## src/rtl/two_of_five_pkg.sv

```systemverilog
// Shared constants and lookup tables for the 2-of-5 scanned display:
// code weights, 7-segment patterns, 5x7 matrix font and the decoder.
package two_of_five_pkg;

  // Bit i of a code word carries weight WEIGHTS[i]; 4+7 = 11 encodes zero.
  localparam logic [4:0][3:0] WEIGHTS = {4'd7, 4'd4, 4'd2, 4'd1, 4'd0};

  // Glyph index used for an invalid code word.
  localparam logic [3:0] GLYPH_E = 4'd10;

  // Code word loaded at reset: weights 4+7, i.e. the digit '0'.
  localparam logic [4:0] CODE_ZERO = 5'b11000;

  // One 5x7 glyph: element [c] is column c, bit 0 is the top row.
  typedef logic [4:0][6:0] glyph_t;

  // 7-segment table, bit order g..a, active-high.
  function automatic logic [6:0] seg7_of(input logic [3:0] glyph);
    logic [6:0] pat;
    case (glyph)
      4'd0:    pat = 7'h3F;
      4'd1:    pat = 7'h06;
      4'd2:    pat = 7'h5B;
      4'd3:    pat = 7'h4F;
      4'd4:    pat = 7'h66;
      4'd5:    pat = 7'h6D;
      4'd6:    pat = 7'h7D;
      4'd7:    pat = 7'h07;
      4'd8:    pat = 7'h7F;
      4'd9:    pat = 7'h6F;
      default: pat = 7'h79;
    endcase
    return pat;
  endfunction

  // 5x7 font ROM. Literals list column 4 first, column 0 last.
  function automatic glyph_t font_glyph(input logic [3:0] glyph);
    glyph_t g;
    case (glyph)
      4'd0:    g = {7'h3E, 7'h45, 7'h49, 7'h51, 7'h3E};
      4'd1:    g = {7'h00, 7'h40, 7'h7F, 7'h42, 7'h00};
      4'd2:    g = {7'h46, 7'h49, 7'h51, 7'h61, 7'h42};
      4'd3:    g = {7'h31, 7'h4B, 7'h45, 7'h41, 7'h21};
      4'd4:    g = {7'h10, 7'h7F, 7'h12, 7'h14, 7'h18};
      4'd5:    g = {7'h39, 7'h45, 7'h45, 7'h45, 7'h27};
      4'd6:    g = {7'h30, 7'h49, 7'h49, 7'h4A, 7'h3C};
      4'd7:    g = {7'h03, 7'h05, 7'h09, 7'h71, 7'h01};
      4'd8:    g = {7'h36, 7'h49, 7'h49, 7'h49, 7'h36};
      4'd9:    g = {7'h1E, 7'h29, 7'h49, 7'h49, 7'h06};
      default: g = {7'h41, 7'h49, 7'h49, 7'h49, 7'h7F};
    endcase
    return g;
  endfunction

  // Row data for one column of a glyph; columns beyond 4 read as blank.
  function automatic logic [6:0] font_col(input logic [3:0] glyph, input logic [2:0] col);
    glyph_t g;
    logic [6:0] rows;
    g = font_glyph(glyph);
    case (col)
      3'd0:    rows = g[0];
      3'd1:    rows = g[1];
      3'd2:    rows = g[2];
      3'd3:    rows = g[3];
      3'd4:    rows = g[4];
      default: rows = 7'h00;
    endcase
    return rows;
  endfunction

  // Returns {valid, value}. Valid means exactly two bits set; the weight
  // sum 11 folds to 0. Value is meaningless when valid is 0.
  function automatic logic [4:0] decode_2of5(input logic [4:0] code);
    logic [2:0] ones;
    logic [4:0] sum;
    ones = 3'd0;
    sum  = 5'd0;
    for (int i = 0; i < 5; i++) begin
      if (code[i]) begin
        ones = ones + 3'd1;
        sum  = sum + {1'b0, WEIGHTS[i]};
      end
    end
    return {(ones == 3'd2), (sum == 5'd11) ? 4'd0 : sum[3:0]};
  endfunction

endpackage

```

## src/rtl/two_of_five_digit_decode.sv

```systemverilog
// Combinational decode of one 2-of-5 code word into a validity flag and a
// glyph index (0-9, or the 'E' glyph when the word is malformed).
module two_of_five_digit_decode
  import two_of_five_pkg::*;
(
  input  logic [4:0] code,
  output logic       valid,
  output logic [3:0] glyph
);

  logic [4:0] dec;

  // Map the code word to its glyph, substituting 'E' for invalid words.
  always_comb begin
    dec   = decode_2of5(code);
    valid = dec[4];
    glyph = dec[4] ? dec[3:0] : GLYPH_E;
  end

endmodule

```

## src/rtl/two_of_five_scan_display.sv

```systemverilog
// Time-multiplexed display of NUM_DIGITS 2-of-5 code words on a 7-segment
// bank, plus a column-scanned 5x7 matrix showing the glyph of digit 0.
// Invalid digits show a blinking 'E'. All outputs are registered.
//
// load is a plain capture strobe with no back-pressure: every clk edge that
// sees load=1 copies code_in into the code registers; holding it high simply
// recaptures every cycle and never disturbs the scan.
module two_of_five_scan_display
  import two_of_five_pkg::*;
#(
  parameter int NUM_DIGITS = 4,
  parameter int SCAN_DIV   = 1000,
  parameter int BLINK_DIV  = 250
) (
  input  logic                    clk,
  input  logic                    rst_n,
  input  logic [5*NUM_DIGITS-1:0] code_in,
  input  logic                    load,
  output logic [6:0]              seg,
  output logic                    dp,
  output logic [NUM_DIGITS-1:0]   digit_sel,
  output logic [4:0]              mat_col,
  output logic [6:0]              mat_row,
  output logic [NUM_DIGITS-1:0]   valid_mask,
  output logic                    err
);

  localparam int SW = $clog2(SCAN_DIV);
  localparam int BW = (BLINK_DIV > 1) ? $clog2(BLINK_DIV) : 1;
  localparam int DW = (NUM_DIGITS > 1) ? $clog2(NUM_DIGITS) : 1;

  localparam logic [SW-1:0] SCAN_LAST  = SW'(SCAN_DIV - 1);
  localparam logic [BW-1:0] BLINK_LAST = BW'(BLINK_DIV - 1);
  localparam logic [DW-1:0] DIGIT_LAST = DW'(NUM_DIGITS - 1);
  localparam logic [2:0]    COL_LAST   = 3'd4;

  logic [5*NUM_DIGITS-1:0] code_reg;

  logic [SW-1:0] scan_cnt;
  logic [BW-1:0] blink_cnt;
  logic          blink_phase;
  logic [DW-1:0] digit_idx;
  logic [2:0]    col_idx;
  logic          tick;

  logic [NUM_DIGITS-1:0] dig_valid;
  logic [3:0]            dig_glyph [NUM_DIGITS];

  logic                  sel_valid;
  logic [3:0]            sel_glyph;
  logic [6:0]            seg_nxt;
  logic [NUM_DIGITS-1:0] sel_nxt;
  logic [4:0]            col_nxt;
  logic [6:0]            row_nxt;

  assign dp = 1'b0;

  // Capture the code words on load; reset shows '0' on every digit.
  always_ff @(posedge clk) begin
    if (!rst_n) begin
      code_reg <= {NUM_DIGITS{CODE_ZERO}};
    end else if (load) begin
      code_reg <= code_in;
    end
  end

  // One decoder per captured code word.
  for (genvar k = 0; k < NUM_DIGITS; k++) begin : g_dec
    two_of_five_digit_decode u_dec (
      .code  (code_reg[5*k +: 5]),
      .valid (dig_valid[k]),
      .glyph (dig_glyph[k])
    );
  end

  // Scan tick fires on the last count of the prescaler.
  always_comb begin
    tick = (scan_cnt == SCAN_LAST);
  end

  // Prescaler, digit/column scan indices and blink phase.
  always_ff @(posedge clk) begin
    if (!rst_n) begin
      scan_cnt    <= '0;
      blink_cnt   <= '0;
      blink_phase <= 1'b0;
      digit_idx   <= '0;
      col_idx     <= '0;
    end else if (tick) begin
      scan_cnt  <= '0;
      digit_idx <= (digit_idx == DIGIT_LAST) ? '0 : digit_idx + DW'(1);
      col_idx   <= (col_idx == COL_LAST) ? 3'd0 : col_idx + 3'd1;
      if (blink_cnt == BLINK_LAST) begin
        blink_cnt   <= '0;
        blink_phase <= ~blink_phase;
      end else begin
        blink_cnt <= blink_cnt + BW'(1);
      end
    end else begin
      scan_cnt <= scan_cnt + SW'(1);
    end
  end

  // Next display values from the current scan position and captured data;
  // an invalid digit blanks during blink phase 1 but keeps its anode on.
  always_comb begin
    sel_valid = dig_valid[digit_idx];
    sel_glyph = dig_glyph[digit_idx];
    seg_nxt   = (!sel_valid && blink_phase) ? 7'h00 : seg7_of(sel_glyph);
    sel_nxt   = '1;
    sel_nxt[digit_idx] = 1'b0;
    col_nxt   = 5'b00001 << col_idx;
    row_nxt   = (!dig_valid[0] && blink_phase) ? 7'h00
                                               : font_col(dig_glyph[0], col_idx);
  end

  // Output registers; reset blanks the display and reports all digits valid.
  always_ff @(posedge clk) begin
    if (!rst_n) begin
      seg        <= 7'h00;
      digit_sel  <= '1;
      mat_col    <= 5'b00000;
      mat_row    <= 7'h00;
      valid_mask <= '1;
      err        <= 1'b0;
    end else begin
      seg        <= seg_nxt;
      digit_sel  <= sel_nxt;
      mat_col    <= col_nxt;
      mat_row    <= row_nxt;
      valid_mask <= dig_valid;
      err        <= ~&dig_valid;
    end
  end

endmodule

```

## config.mk

```make
export PLATFORM = sky130hd
export DESIGN_NAME = two_of_five_scan_display
export DESIGN_NICKNAME = d
export VERILOG_FILES = /design/src/rtl/two_of_five_pkg.sv /design/src/rtl/two_of_five_digit_decode.sv /design/src/rtl/two_of_five_scan_display.sv
export SDC_FILE = /design/constraint.sdc
export NUM_CORES = 1
export LEC_CHECK = 0
export BUFFER_PORTS_ARGS = -buffer_cell sky130_fd_sc_hd__buf_2
export CORE_MARGIN = 2
export CORE_UTILIZATION = 64
export DETAILED_ROUTE_END_ITERATION = 10
export GPL_TIMING_DRIVEN = 0
export HOLD_SLACK_MARGIN = 0.06
export PLACE_DENSITY = 0.86
export SYNTH_ARGS = -nofsm -noshare
export SYNTH_HDL_FRONTEND = slang
export SYNTH_SLANG_ARGS = --single-unit
```

## constraint.sdc

```tcl
create_clock -name clk -period 12.4 [get_ports clk]
set_clock_uncertainty 0.05 [all_clocks]
set_input_delay 0.62 -clock clk [delete_from_list [all_inputs] [get_ports clk]]
set_output_delay 0.62 -clock clk [all_outputs]
set_load 0.01 [all_outputs]
```

=== Word-level counts from Yosys, hierarchy flattened ===
Memories as Yosys holds them, arrays and structs flattened. A register that Yosys moved wholly into a read port is not among the register bits.
Index checks and enable logic that the tools add are counted.

* Register bits: 65
* Latch bits: 0
* RAM bits: 0
* ROM bits: 672
* Input port bits: 23
* Output and inout bits: 29
* Logic and storage cells: 135
* Memories: 2

* Add/subtract/negate cells: 32
* Multipliers: 0
* Div/mod/pow operators: 0
* Magnitude comparators: 3
* Eq/ne operators: 15
* Shift-type cells: 1
* Muxes and demuxes: 55
* Bitwise logic cells: 4
* Reduce and logical (&&, ||, !) cells: 12

{| class="wikitable"
|+ Memories
! name !! depth !! bits a word !! rd ports !! clocked after memory_dff !! write ports !! line !! RTL
|-
| (name not given) || 16 || 35 || 1 || 0 || 0 || two_of_five_pkg.sv:39 || <nowiki>case (glyph)</nowiki>
|-
| (name not given) || 16 || 7 || 1 || 1 || 0 || two_of_five_pkg.sv:20 || <nowiki>case (glyph)</nowiki>
|}

{| class="wikitable"
|+ Operator list
! operator !! number
|-
| two-way mux 5 bit || 12
|-
| two-way mux 3 bit || 17
|-
| adder 5 x 3 -> 5 bit, second input constant || 8
|-
| two-way mux 4 bit || 10
|-
| adder 3 x 1 -> 3 bit, second input constant || 13
|-
| case mux 7 bit (5 select lines) || 1
|-
| == test 5 x 4 -> 1 bit, second input constant || 4
|-
| == test 3 x 2 -> 1 bit, second input constant || 6
|-
| adder 1 x 2 -> 3 bit, second input constant || 4
|-
| adder 10 x 1 -> 10 bit, second input constant || 1
|-
| == test 10 bit, second input constant || 1
|-
| two-way mux 1 bit || 10
|-
| adder 1 x 1 -> 2 bit, second input constant || 4
|-
| adder 8 x 1 -> 8 bit, second input constant || 1
|-
| binary-select mux 4 bit (select 2 bit) || 1
|-
| == test 8 bit, second input constant || 1
|-
| two-way mux 8 bit || 1
|-
| OR reduction 2 bit || 3
|-
| left shift 1 x 3 -> 5 bit, first input constant || 1
|-
| inverter 4 bit || 1
|-
| AND reduction 4 bit || 1
|-
| == test 3 x 1 -> 1 bit, second input constant || 1
|-
| == test 3 bit, second input constant || 1
|-
| >= comparator 3 bit, second input constant || 1
|-
| 13 further kinds || 18
|}

=== Depth between registers and ports, before layout ===
Gate-level depths: netlist (run 1).

* Word-level depth: 15
* Gate-level depth with buffers: 19
* Gate-level depth less buffers: 19

=== Hierarchy ===
Synthesis (run 1) repeated with hierarchy kept, for this count alone.

* Cells, all modules: 568
* Area, all modules: 4963.5 sq um

{| class="wikitable"
|+ By module, submodules not included
! module !! times used !! cells an instance !! area each (sq um) !! seq. area each (sq um)
|-
| two_of_five_scan_display || 1 || 392 || 3557.2 || 1441.4
|-
| two_of_five_digit_decode || 4 || 44 || 351.6 || 0.0
|}

=== Least setup slack after synthesis (run 1) ===
No wires, ideal clock.

* Kind: register to register
* Start point: register code_reg[1]
* End point: register mat_row[4]
* Library setup time: 59 ps
* Data arrival time: 4390 ps
* Setup slack: 7901 ps
* Cell stages (with the launch flop): 20
* Path buffers: 4
* Period minus slack after synthesis: 4499 ps
* Cells stage by stage: dfxtp_1 inv_1 ha_1 clkbuf_1 xor2_1 ha_1 mux2_2 ha_1 nand2_1 xnor3_1 or4_1 buf_2 clkbuf_1 nor2_1 ha_1 clkbuf_1 nor2_1 or3b_2 a31oi_1 o31a_1

* Cells in the longest elaborated chain, start to end: 12
* Elaborated cells between the ends (all ways): 23

{| class="wikitable"
|+ Ends and longest elaborated chain
! what !! line !! RTL
|-
| start: declaration || two_of_five_scan_display.sv:37 || <nowiki>logic [5*NUM_DIGITS-1:0] code_reg;</nowiki>
|-
| start signal: assignment || two_of_five_scan_display.sv:61 || <nowiki>code_reg <= {NUM_DIGITS{CODE_ZERO}};</nowiki>
|-
| start signal: assignment || two_of_five_scan_display.sv:63 || <nowiki>code_reg <= code_in;</nowiki>
|-
| two-way mux 1 bit || two_of_five_pkg.sv:79 || <nowiki>if (code[i]) begin</nowiki>
|-
| adder 1 x 2 -> 3 bit || two_of_five_pkg.sv:81 || <nowiki>sum = sum + {1'b0, WEIGHTS[i]};</nowiki>
|-
| two-way mux 5 bit || two_of_five_pkg.sv:79 ||
|-
| adder 5 x 3 -> 5 bit || two_of_five_pkg.sv:81 ||
|-
| two-way mux 5 bit || two_of_five_pkg.sv:79 ||
|-
| adder 5 x 3 -> 5 bit || two_of_five_pkg.sv:81 ||
|-
| two-way mux 5 bit || two_of_five_pkg.sv:79 ||
|-
| == test 5 x 4 -> 1 bit || two_of_five_pkg.sv:84 || <nowiki>return {(ones == 3'd2), (sum == 5'd11) ? 4'd0 : sum[3:0]};</nowiki>
|-
| two-way mux 4 bit || two_of_five_pkg.sv:84 ||
|-
| two-way mux 4 bit || two_of_five_digit_decode.sv:17 || <nowiki>glyph = dec[4] ? dec[3:0] : GLYPH_E;</nowiki>
|-
| memory read (16 x 35 bit) || n/a ||
|-
| case mux 7 bit (5 select lines) || two_of_five_pkg.sv:60 || <nowiki>case (col)</nowiki>
|-
| end signal: assignment || two_of_five_scan_display.sv:130 || <nowiki>mat_row <= row_nxt;</nowiki>
|-
| end: declaration || two_of_five_scan_display.sv:23 || <nowiki>output logic [6:0] mat_row,</nowiki>
|}

Parallel ways exist; a longest one is shown, timed or not.
A chain may end at the register's enable or synchronous reset.

=== Worst setup path after layout (run 1) ===
Ends and elaborated chain as after synthesis.

==> metrics, run 1 <==
synth-to-layout area growth 12.0%; final non-filler cell total 765; Synth Flop Type dfxtp_1; total number of vias 4632; RePlAce Congestion 0.982; Fill cells ~570; CP arrival 5.71 ns; clk slew on worst S/H paths 0.09 ns; share of layout cells above drive strength 1 0.134; first-pass iteration count of the detailed router 5; cell count after synthesis 599; Cell Area, Placed around 5300 µm²; Remaining DRCs 0; syn_nets 668; Storage cell area 1440 µm²; required time of the critical path 12.66 ns; H-tree levels 3; Diodes inserted 0; fin crit share 0.439; CTS sink count 72; hold_ws roughly 0.42 ns; Core ar. 7610 µm²; max reg flops 20; syn avg cell area 8.23 µm²; DR iter-0 viols 357; # IOs 52; total global-route track usage 0.295; Post-CTS Setup Repair Bufs 0; first-pass GRT wire length 20300 µm; Post-synth EDFFs 0; slew margin rel. 0.156; PortBufs 48; worst slack, placed 7.08 ns; die area ~8400 µm²; Hold WC Path Type in -> reg; setup TNS 0 ns; Cell Pwr Density 129 nW/µm²; grt ovf 0; Slew Viols, Final 0; synthesis warning total 0; top cell type's share of synthesized area 0.292; CTS tree yes; Max Clk Rate 183 MHz; CTS root buffer clkbuf_8; max cap viols 0; asr flop ratio synth 0; vias in the first global route 4496; unique cell type count in the Yosys netlist approximately 70; WL/cell 15.8 µm; Vias/cell 6.05; Skew-Pair Late Insertion Delay 0.36 ns; placed insts 749; unrepaired setup endpoints after global routing no; largest net degree at the start of global routing 15; peak supply drop 0.0960 mV; synthesized area 4930 µm²; Rows 32; Hold Vio Cnt, Final 0; Post-Route WL about 12000 µm; area of the multi-input gates roughly 3200 µm²; CTS Buffer Depth 2; final instance area 5530 µm²; Routed Antenna Nets 0; Initial Utilization 0.648; min Tclk post-route 5.45 ns; initial antenna violation count 0; status finished clean; CTS buffer count 9; Critical Path Sink Type flop; LEAKAGE 2.42 nW; Final WS setup between 6 and 7 ns; HPWL Detailed 8750 µm; die width 91.8 µm; Crit Path Category reg -> reg; cts-stage hold buffer count 0; sequential fraction of the synthesis area 0.292; chip height a little over 90 µm; Post-CTS Resized 0; CP Max Fanout 10; FF-to-FF setup slack 6.95 ns; Final nets 727; final setup fails 0; number of synthesized register bits 72; post-synth top area cell dfxtp_1; nature of the critical path startpoint flop; Slew @ Worst Pin 1.26 ns; synth top area cells dfxtp_1, ha_1, nand2_1, mux2i_1, xor2_1
[power by group]
group,internal (W),switching (W)
Combinational,0.0000947,0.000149
Sequential,0.000248,0.00000706
Clock,0.000116,0.0000996
Total,0.000458,0.000256
[cells in the mapped netlist, types with 4 or more instances]
cell type	instances
a21boi_0	4
a21o_1	4
a21oi_1	27
a31oi_1	10
and2_1	10
and3_1	11
buf_2	5
clkbuf_1	24
dfxtp_1	72
ha_1	46
inv_1	31
mux2i_1	20
nand2_1	73
nand2b_1	11
nand3_1	21
nand4_1	6
nor2_1	39
nor2b_1	25
nor3_1	9
o211ai_1	11
o21ai_0	25
o22ai_1	5
o31ai_1	7
xnor2_1	11
xor2_1	18
[metrics by stage]
stage / util / total power (W)
5_1_grt: 0.726 / 0.000751
4_1_cts: 0.726 / 0.000708
3_3_place_gp: 0.697 / 0.000486
6_report: 0.726 / 0.000714
2_1_floorplan: - / 0.000432
3_5_place_dp: 0.697 / 0.000494
[final timing paths]
path	cells past startpoint	start	end
worst max register to register	19	code_reg[1]$_SDFFE_PN0P_	mat_row[4]$_SDFF_PP0_
worst min-delay path	3	code_in[13]	code_reg[13]$_SDFFE_PN1P_
worst min register to register	1	scan_cnt[0]$_SDFF_PP0_	scan_cnt[0]$_SDFF_PP0_
worst max-delay path	19	code_reg[1]$_SDFFE_PN0P_	mat_row[4]$_SDFF_PP0_
[cell usage in the layout (no fill, tap or decap), types with 4 or more instances in the layout]
master / instances
xor2_1: 18
nand2b_1: 11
xnor2_1: 11
inv_1: 31
nor2_1: 39
nor2b_1: 25
a21boi_0: 4
o211ai_1: 11
nor3_1: 9
a21o_1: 4
clkbuf_1: 24
buf_2: 53
o31ai_1: 7
and3_1: 11
nand4_1: 6
dfxtp_1: 72
mux2i_1: 20
o21ai_0: 25
a21oi_1: 27
nand3_1: 21
o22ai_1: 5
ha_1: 46
clkbuf_8: 9
nand2_1: 73
and2_1: 10
a31oi_1: 10
[worst max-delay path, stage by stage (launching register included)]
cell      delay (ns)
dfxtp_1         0.50
inv_1           0.14
ha_1            0.30
clkbuf_1        0.25
xor2_1          0.19
ha_1            0.27
mux2_2          0.28
ha_1            0.17
nand2_1         0.08
xnor3_1         0.33
or4_1           0.41
buf_2           0.18
clkbuf_1        0.25
nor2_1          0.43
ha_1            0.22
clkbuf_1        0.35
nor2_1          0.14
or3b_2          0.48
a31oi_1         0.21
o31a_1          0.16
[metal layers]
layer | GRT usage | wire [µm]
met5 | 0 | 0
met2 | 0.510 | 5750
met3 | 0.0518 | 884
met4 | 0.137 | 400
met1 | 0.356 | 5020
[kinds of logic (layout without fill, tap and decap cells)]
kind of cell,after synthesis,count (layout),synth area share
other cells,1,1,0.000760
fa+ha+maj,46,46,0.117
compound gates,131,131,0.179
simple gates,223,223,0.224
flops,72,72,0.292
mux,27,27,0.0589
buf+inv,65,129,0.0533
xor+xnor,34,34,0.0753
[final cells by class]
| type | instances | area share |
|---|---|---|
| clock inverter | 7 | 0.0186 |
| timing repair buffer | 48 | 0.0435 |
| clock buffer | 9 | 0.0224 |
| tap | 102 | 0.0231 |
| buffer | 32 | 0.0249 |
| multi-input combinational | 462 | 0.584 |
| inverter | 33 | 0.0226 |
| sequential | 72 | 0.261 |
Power figures use the tool's default switching activity.
==> run 2, diff against run 1 <==
- ABC_AREA: unset -> 1
- CORE_UTILIZATION: 64 -> 59
- PLACE_DENSITY: 0.86 -> 0.8
- clock period: 12.4 -> 5.3 ns (I/O delays scaled with it)
==> run 2 against run 1 <==
  * Largest cell class unchanged
  * Non-clock buffer count shrank 10
  * Area after synthesis shrank 4.3%
  * Critical endpoint is now seg[1]$_SDFF_PP0_
  * Highest routed layer unchanged
  * Critical path depth grew 3
  * Global-route usage shrank 2.8 points
  * Worst hold slack lost 0.34 ns
==> metrics, run 2 <==
H-tree levels 3; Crit Path Category reg -> reg; Rows 32; worst slack, placed between 1 and 1.5 ns; synth top area cells dfxtp_1, nand2_1, ha_1, inv_1, nand3_1; multiplexer share of the synthesized area 0; RePlAce Congestion 0.947; most common cell after layout, fill and taps aside nand2_1; syn_nets 764; CP arrival 4.14 ns; DR iter-0 viols 235; Synth Flop Type dfxtp_1; sequential fraction of the synthesis area 0.305; Skew-Pair Late Insertion Delay 0.36 ns; CP Max Fanout 6; WL/cell 13.1 µm; Synth Area in Compound Gates 0.120; Slew @ Worst Pin roughly 0.6 ns; min Tclk post-route between 3 and 4 ns; combinational fraction of design power 0.311; total number of vias ~4700; setup TNS 0 ns; post-synth top area cell dfxtp_1; unrepaired setup endpoints after global routing no; Post-Synth Adder-Cell Area 0.122; Critical Path, Cell by Cell inv_1 -> ha_1 -> inv_1 -> nand2_1 -> nand2_1 -> inv_1 -> ha_1 -> or2_2 -> o21ai_0 -> inv_1 -> ha_1 -> nand2_1 -> xnor2_1 -> xnor2_1 -> nand4_1 -> nand3_1 -> nand2_1 -> inv_1 -> ha_1 -> nand3b_1 -> nand2_1 -> a21oi_1; clk slew on worst S/H paths roughly 0.090 ns; total global-route track usage 0.267; delay-heaviest family, CP simple AND/OR/NAND/NOR gates; top cell type's share of synthesized area 0.305; largest family of logic cells by synthesized area simple AND/OR/NAND/NOR gates; grt ovf 0; synth-to-layout area growth 12.5%; fin crit share 0.745; clock power share 0.305; share of layout cells above drive strength 1 0.131; max incr delay on CP 0.41 ns; Hold WC Path Type in -> reg; status finished clean; nature of the critical path startpoint flop; LEAKAGE 2.61 nW; max cap viols 0; synthesized area 4720 µm²; Remaining DRCs 0; Critical Path Sink Type flop; peak supply drop 0.237 mV; CTS Buffer Depth 2; Hold Vio Cnt, Final 0; most frequent cell after synthesis nand2_1; Initial Utilization 0.611; Fill cells slightly below 700; Final nets 825; slew margin rel. 0.593; Vias/cell 5.40; Max Clk Rate 253 MHz; asr flop ratio synth 0; placed insts about 850; first-pass iteration count of the detailed router 5; sw power approximately 0.00057 W; cell count after synthesis 695; chip height 93.5 µm; switch share 0.371; number of synthesized register bits around 70; unique cell type count in the Yosys netlist 37; crit path buf inv count 5; syn avg cell area 6.79 µm²; synthesis warning total 0; most frequent cells in the layout nand2_1, inv_1, dfxtp_1; CP max stage cell xnor2_1; largest net degree at the start of global routing 16; Cell Pwr Density 289 nW/µm²; die area 8730 µm²; # IOs 52; most instantiated cells after synthesis nand2_1, inv_1, dfxtp_1; Post-Route WL 11300 µm; final non-filler cell total 863; CTS sink count 72; Post-synth EDFFs 0; die width 93.5 µm; Final WS setup 1.35 ns; CTS root buffer clkbuf_8; Internal Pwr Total 0.000967 W; part of the power in registers 0.384; required time of the critical path 5.49 ns; xor-xnor portion of the synthesized cell area 0.0334; Core ar. approximately 7700 µm²; HPWL Detailed 8640 µm; PortBufs 49; initial antenna violation count 0; Routed Antenna Nets 0; Synth Area in Simple Gates 0.324; CTS tree yes; Post-CTS Resized 0; CTS buffer count 9; vias in the first global route 4352; first-pass GRT wire length 18800 µm; max reg flops 20; Slew Viols, Final 0; final setup fails 0; Diodes inserted 0
run 2: cell types whose count changed after synthesis, moves of 11 or more:
cell / change
nand2_1: +96
inv_1: +55
nand3_1: +33
nor2b_1: -25
mux2i_1: -20
nand4_1: +20
a21oi_1: +18
o21ai_0: +16
nor2_1: +13
clkbuf_1: -12
xor2_1: -12
and3_1: -11
nand2b_1: -11
run 2: per-layer routing:
layer | track usage | routed length (µm) | vias to the layer above
li1 | - | - | 2384
met1 | 0.321 | 5030 | 2142
met2 | 0.466 | 5490 | 110
met3 | 0.0556 | 529 | 21
met4 | 0.0980 | 218 | 0
met5 | 0 | 0 | -
run 2: cell families after synthesis:
group	count (synthesis)
AOI/OAI and AO/OA	105
buffers and inverters	114
adders and majority gates	46
and+or+nand+nor	339
other	1
DFF	72
xor gates and xnor gates	18
run 2: final timing paths:
kind                                  start                        end  slack [ns]  depth (start not counted)
setup / recovery  code_reg[11]$_SDFFE_PN0P_          seg[1]$_SDFF_PP0_        1.35                         22
hold / removal                  code_in[18]  code_reg[18]$_SDFFE_PN1P_        0.08                          3
setup reg to reg  code_reg[11]$_SDFFE_PN0P_          seg[1]$_SDFF_PP0_        1.35                         22
hold reg to reg      scan_cnt[0]$_SDFF_PP0_     scan_cnt[0]$_SDFF_PP0_        0.41                          1
run 2: area by class of cell:
| type | count | area (µm²) | share of cell area |
|---|---|---|---|
| Sequential cell | 72 | 1440 | 0.271 |
| Multi-Input combinational cell | 509 | 2830 | 0.532 |
| Inverter | 94 | 353 | 0.0664 |
| Timing Repair Buffer | 50 | 255 | 0.0480 |
| Clock inverter | 7 | 85.1 | 0.0160 |
| Tap cell | 102 | 128 | 0.0240 |
| Clock buffer | 9 | 124 | 0.0233 |
| Buffer | 20 | 98.8 | 0.0186 |
run 2: per-stage QoR:
step	cell area (µm²)	hold slack, ns	total power (W)	util
2_1_floorplan	4720	0.337	0.000955	-
3_3_place_gp	5090	0.378	0.00106	0.659
3_5_place_dp	5090	0.393	0.00107	0.659
4_1_cts	5310	0.0616	0.00154	0.688
5_1_grt	5310	0.0704	0.00163	0.688
6_report	5310	0.0783	0.00154	0.688
run 2: timing repair:
item	4_1_cts	5_1_grt
endpoints found under the hold margin	1	0
setup buffers	0	0
hold buffers	1	0
run 2: tightest hold or removal path, cell delays in order:
cell     delay [ns]
buf_2          0.07
a21oi_1        0.05
o21ai_0        0.06
run 2: power groups by stage:
stage | logic (W) | registers [W] | clock network (W)
after detailed placement | 0.000470 | 0.000603 | 0
after floorplan | 0.000342 | 0.000613 | 0
after global placement | 0.000459 | 0.000602 | 0
final | 0.000478 | 0.000590 | 0.000468
after global routing | 0.000537 | 0.000594 | 0.000502
after CTS | 0.000474 | 0.000591 | 0.000477
